`src/rtl/neuron_layer_sequencer.sv`:
```
// Time-multiplexed fully-connected layer controller: one signed MAC
// shared across N_OUT neurons, with Q-format rescale, ReLU and saturation.
module neuron_layer_sequencer #(
    parameter int N_IN  = 2,
    parameter int N_OUT = 4,
    parameter int DW    = 16,
    parameter int FRAC  = 8,
    parameter int ACCW  = 40,
    localparam int NE   = N_OUT * (N_IN + 1),
    localparam int AW   = (NE > 1) ? $clog2(NE) : 1,
    localparam int IW   = (N_OUT > 1) ? $clog2(N_OUT) : 1
) (
    input  logic               clk,
    input  logic               rst,
    input  logic               cfg_we,
    input  logic [AW-1:0]      cfg_addr,
    input  logic [DW-1:0]      cfg_data,
    input  logic               in_valid,
    output logic               in_ready,
    input  logic [N_IN*DW-1:0] in_x,
    output logic               out_valid,
    input  logic               out_ready,
    output logic [DW-1:0]      out_y,
    output logic [IW-1:0]      out_idx,
    output logic               out_last,
    output logic               busy
);

    localparam int XW = (N_IN > 1) ? $clog2(N_IN) : 1;

    typedef enum logic [1:0] {
        IDLE,
        MAC,
        EMIT
    } state_t;

    state_t state, state_nx;

    logic signed [DW-1:0]   mem [NE];
    logic signed [DW-1:0]   xr  [N_IN];
    logic [IW-1:0]          n;
    logic [XW-1:0]          i;
    logic signed [ACCW-1:0] acc;
    logic signed [ACCW-1:0] acc_sh;
    logic signed [ACCW-1:0] maxv;
    logic signed [2*DW-1:0] prod;
    logic [DW-1:0]          y_sat;
    logic [AW-1:0]          widx;
    logic [AW-1:0]          bidx_nx;
    logic                   last_i;
    logic                   last_n;
    logic                   capture;
    logic                   oshake;
    logic                   we;

    function automatic logic signed [ACCW-1:0] bias_acc(
        input logic signed [DW-1:0] b
    );
        logic signed [ACCW-1:0] t;
        t = {{(ACCW-DW){b[DW-1]}}, b};
        return t <<< FRAC;
    endfunction

    assign last_i  = (i == XW'(N_IN - 1));
    assign last_n  = (n == IW'(N_OUT - 1));
    assign capture = (state == IDLE) && in_valid;
    assign oshake  = (state == EMIT) && out_ready;
    assign we      = (state == IDLE) && cfg_we && (int'(cfg_addr) < NE);
    assign widx    = AW'(int'(n) * (N_IN + 1) + int'(i));
    assign bidx_nx = AW'((int'(n) + 1) * (N_IN + 1) + N_IN);
    assign prod    = xr[i] * mem[widx];
    assign acc_sh  = acc >>> FRAC;
    assign maxv    = {{(ACCW-DW+1){1'b0}}, {(DW-1){1'b1}}};

    always_comb begin
        y_sat = '0;
        if (acc_sh[ACCW-1])
            y_sat = '0;
        else if (acc_sh > maxv)
            y_sat = maxv[DW-1:0];
        else
            y_sat = acc_sh[DW-1:0];
    end

    always_ff @(posedge clk or posedge rst) begin
        if (rst)
            state <= IDLE;
        else
            state <= state_nx;
    end

    always_comb begin
        state_nx  = state;
        in_ready  = 1'b0;
        out_valid = 1'b0;
        out_y     = '0;
        out_idx   = '0;
        out_last  = 1'b0;
        busy      = (state != IDLE);
        unique case (state)
            IDLE: begin
                in_ready = 1'b1;
                if (capture)
                    state_nx = MAC;
            end
            MAC: begin
                if (last_i)
                    state_nx = EMIT;
            end
            EMIT: begin
                out_valid = 1'b1;
                out_y     = y_sat;
                out_idx   = n;
                out_last  = last_n;
                if (out_ready)
                    state_nx = last_n ? IDLE : MAC;
            end
            default: state_nx = IDLE;
        endcase
    end

    // Bias is read at the capture edge; weights only from the next cycle,
    // so a weight written alongside the capture is already visible.
    always_ff @(posedge clk or posedge rst) begin
        if (rst) begin
            acc <= '0;
            n   <= '0;
            i   <= '0;
            for (int k = 0; k < N_IN; k++)
                xr[k] <= '0;
            for (int k = 0; k < NE; k++)
                mem[k] <= '0;
        end else begin
            if (we)
                mem[cfg_addr] <= cfg_data;
            unique case (state)
                IDLE: begin
                    if (capture) begin
                        for (int k = 0; k < N_IN; k++)
                            xr[k] <= in_x[k*DW +: DW];
                        n   <= '0;
                        i   <= '0;
                        acc <= bias_acc(mem[AW'(N_IN)]);
                    end
                end
                MAC: begin
                    acc <= acc + {{(ACCW-2*DW){prod[2*DW-1]}}, prod};
                    i   <= i + XW'(1);
                end
                EMIT: begin
                    if (oshake && !last_n) begin
                        n   <= n + IW'(1);
                        i   <= '0;
                        acc <= bias_acc(mem[bidx_nx]);
                    end
                end
                default: ;
            endcase
        end
    end

endmodule

```
`config.mk`:
```
export PLATFORM = sky130hd
export DESIGN_NAME = neuron_layer_sequencer
export DESIGN_NICKNAME = d
export VERILOG_FILES = /design/src/rtl/neuron_layer_sequencer.sv
export SDC_FILE = /design/constraint.sdc
export NUM_CORES = 1
export LEC_CHECK = 0
export ABC_AREA = 1
export CAP_MARGIN = 25
export CORE_ASPECT_RATIO = 1.1
export CORE_MARGIN = 1.5
export CORE_UTILIZATION = 53
export DETAILED_ROUTE_END_ITERATION = 8
export PLACE_DENSITY_LB_ADDON = 0.3
export SLEW_MARGIN = 15
export SYNTH_ARGS = -nofsm -noshare
export SYNTH_HDL_FRONTEND = slang
export SYNTH_SLANG_ARGS = --single-unit
export TNS_END_PERCENT = 50
```
`constraint.sdc`:
```
create_clock -name clk -period 10.6 [get_ports clk]
set_input_delay 2.12 -clock clk [delete_from_list [all_inputs] [get_ports clk]]
set_output_delay 2.12 -clock clk [all_outputs]
set_load 0.01 [all_outputs]
```
==> results of run 1 <==
cells in the final DEF (no fill, tap or decap), types with 4 or more instances in the layout:
cell type,instances
a211oi_1,6
a21o_1,6
a21oi_1,192
a21oi_2,7
a221o_1,7
a22oi_1,10
a31oi_1,13
buf_4,42
clkbuf_1,5
clkbuf_16,31
clkbuf_8,5
clkdlybuf4s50_1,77
clkinv_2,6
clkinvlp_4,4
dfrtp_1,268
fa_1,264
ha_1,129
inv_1,497
inv_2,33
mux2_2,16
nand2_1,869
nand2_2,22
nand3_1,123
nand3_2,4
nand4_1,7
nor2_1,330
nor2_2,9
nor3_1,4
nor3_2,9
nor4_1,4
o211ai_1,17
o211ai_2,4
o21ai_0,307
o21ai_1,39
o21ai_2,5
o21bai_1,12
o22ai_1,7
xnor2_1,18
xor2_1,14
metal layers:
layer	vias up	track usage	routed length (µm)
met5	-	0	0
met4	0	0.144	4060
li1	10800	-	-
met1	11200	0.407	31200
met2	984	0.526	37400
met3	239	0.0413	6080
sequential cells by signal, indices dropped and copies added (netlist names):
| name | cells |
|---|---|
| n | 2 |
| state | 2 |
| i | 1 |
| mem | 192 |
| xr | 32 |
| acc | 40 |
worst register-to-register path, delay by kind of cell (launching register included):
family,cells,cell delay [ps]
fa+ha+maj,9,4540
simple gates,22,2610
buf+inv,12,1780
flops,1,490
compound gates,2,310
how the worst max path moves through the flow:
stage,from,to,slack [ps]
after floorplan,rst,acc[0],1070
after global placement,n[1],acc[35],1080
after CTS,n[1],acc[39],880
after detailed placement,n[1],acc[39],880
final,n[1],acc[39],770
after global routing,n[1],acc[33],180
per-stage QoR:
stage	utilization	worst slack (ps)	hold slack, ps	std cells	cell area [µm²]
finish	0.582	766	485	4120	28300
global placement	0.560	1080	463	4059	27300
global route	0.582	184	503	4119	28300
detailed placement	0.561	880	469	4060	27300
CTS	0.581	879	484	4117	28300
floorplan	-	1070	448	3438	26100
area by class of cell:
cell class              count  area share
diodes                      1   0.0000883
multi-input cells        2483       0.586
flip-flops and latches    269       0.238
well taps                 652      0.0288
clock buffers              41      0.0305
clock inverters            16     0.00512
repair buffers            123      0.0410
inverters                 535      0.0712
kinds of logic (layout without fill, tap and decap cells):
| kind of cell | count (synthesis) | count (layout) | share of synthesized area |
|---|---|---|---|
| and+or+nand+nor | 1392 | 1392 | 0.215 |
| buffers and inverters | 686 | 715 | 0.105 |
| AOI/OAI and AO/OA | 647 | 647 | 0.137 |
| adders and majority gates | 394 | 394 | 0.265 |
| DFF | 269 | 269 | 0.258 |
| xor gates and xnor gates | 33 | 33 | 0.0111 |
| muxes | 16 | 16 | 0.00692 |
| other | 1 | 2 | 0.000144 |
==> qor.yml, run 1 <==
outcome:
  outcome: "finished, final reports clean"
worst_setup_path:
  cp_slowest_stage_delay_ps: 600
  reg2reg_to: "acc[39]"
  cp.buffers_inverters: 12
  reg2reg_slack_ps: 770
  reg2regPathDepth: 45
  cpMostUsedCell: "nand2_1"
  path_delay_family: "adder cells"
  path_class: "reg -> reg"
  cp-start-kind: "register"
  cp_slowest_cell: "fa_1"
  r2r-start: "n[1]"
  worstPathArrival_ps: 10330
  worstPathMaxFanout: 41
  critPathCaptureType: "register"
  worst-path-stages: 45
  cp_data_required_time_ps: 11100
clock_network:
  clock_latency_ps: 610
  cts_tree: "yes"
  cts_resized: 0
  clock-sinks: 269
  post_cts_buffers: 0
  postCtsHoldBufs: 0
  numCtsBuffers: 31
  cts_root_buf: "clkbuf_16"
  clk_pin_slew_ps: 70
  h-tree-depth: 1
  cts.path.max_buffers: 3
synthesis:
  synth_top_area_cell: "dfrtp_1"
  synth_seq_area_share: 0.258
  synth_common_cells: "nand2_1, inv_1, nor2_1"
  synth.most_common_cell: "nand2_1"
  async_flop_share: 1.00
  synth_ff_type: "dfrtp_1"
  avgSynthCellArea_um2: 7.58
  syn_area_um2: 26000
  synthCells: 3438
  synth.distinct_cells: 58
  synthDominantCellAreaShare: 0.258
  ys_warn_count: 0
  ys_ff_latch: 269
  synth_nets: 3889
  synth_area_leaders: "dfrtp_1, fa_1, nand2_1"
  synth_edf_count: 0
placed_design:
  port_buffers: 77
  hpwl_um: 59800
  routabilityCongestion: 1.02
die:
  io_pins: 79
  num_rows: 85
  core-area_um2: 48700
  die_x_um: 214
  initial_core_util: 0.535
  die_h_um: 236
  die-area_um2: 50500
drt:
  drc: 0
  wl_um: 78800
  drtIter0Drc: 1933
  viasPerCell: 5.63
  num_vias: 23200
  routedWlPerCell_um: 19.1
  antenna_left: 0
  first_pass_iters: 6
sta:
  finalHoldViolCount: 0
  slew_viol_final: 0
  final.min_clock_period_ps: 9830
  fin_crit_sh: 0.928
  clock_skew_ps: 34.7
  clock.fmax_mhz: 102
  setup_tns_ps: 0
  setup_viol: 0
  rsz0062_at_grt: "no"
  relSlewSlack: 0.270
  worst_pin_slew_ps: 1090
hold_path:
  hp-start: "mem[104]"
  whs_endpoint: "mem[104]"
  holdPathStages: 2
  hp-class: "reg -> reg"
cells_and_area:
  multi_input_area_um2: 16600
  syn_to_final_growth_pct: 8.81
  regArea_um2: 6730
  fin_nets: 3894
  fillers: 4646
  drive_gt1_frac: 0.0637
run:
  cap_violations: 0
global_routing:
  grt_usage: 0.314
  grt-ovfl-total: 0
  grt_max_degree: 153
  antenna_found_initial: 1
  grt_pass1_vias: 23100
  grt_pass1_wl_um: 124000
Power of run 1 is not shown: default switching activity piles up to over one toggle a cycle in this logic, so the estimate is an artifact.
==> run 2: changes to the inputs <==
--- a/config.mk
+++ b/config.mk
@@ -10,6 +10,7 @@
 export CORE_ASPECT_RATIO = 1.1
 export CORE_MARGIN = 1.5
 export CORE_UTILIZATION = 53
+export CTS_CLUSTER_SIZE = 28
 export DETAILED_ROUTE_END_ITERATION = 8
 export PLACE_DENSITY_LB_ADDON = 0.3
 export SLEW_MARGIN = 15
==> results of run 2 <==
The final DEF is identical to that of run 1; final timing and power are the same.
Power of run 2 is left out for the same reason.
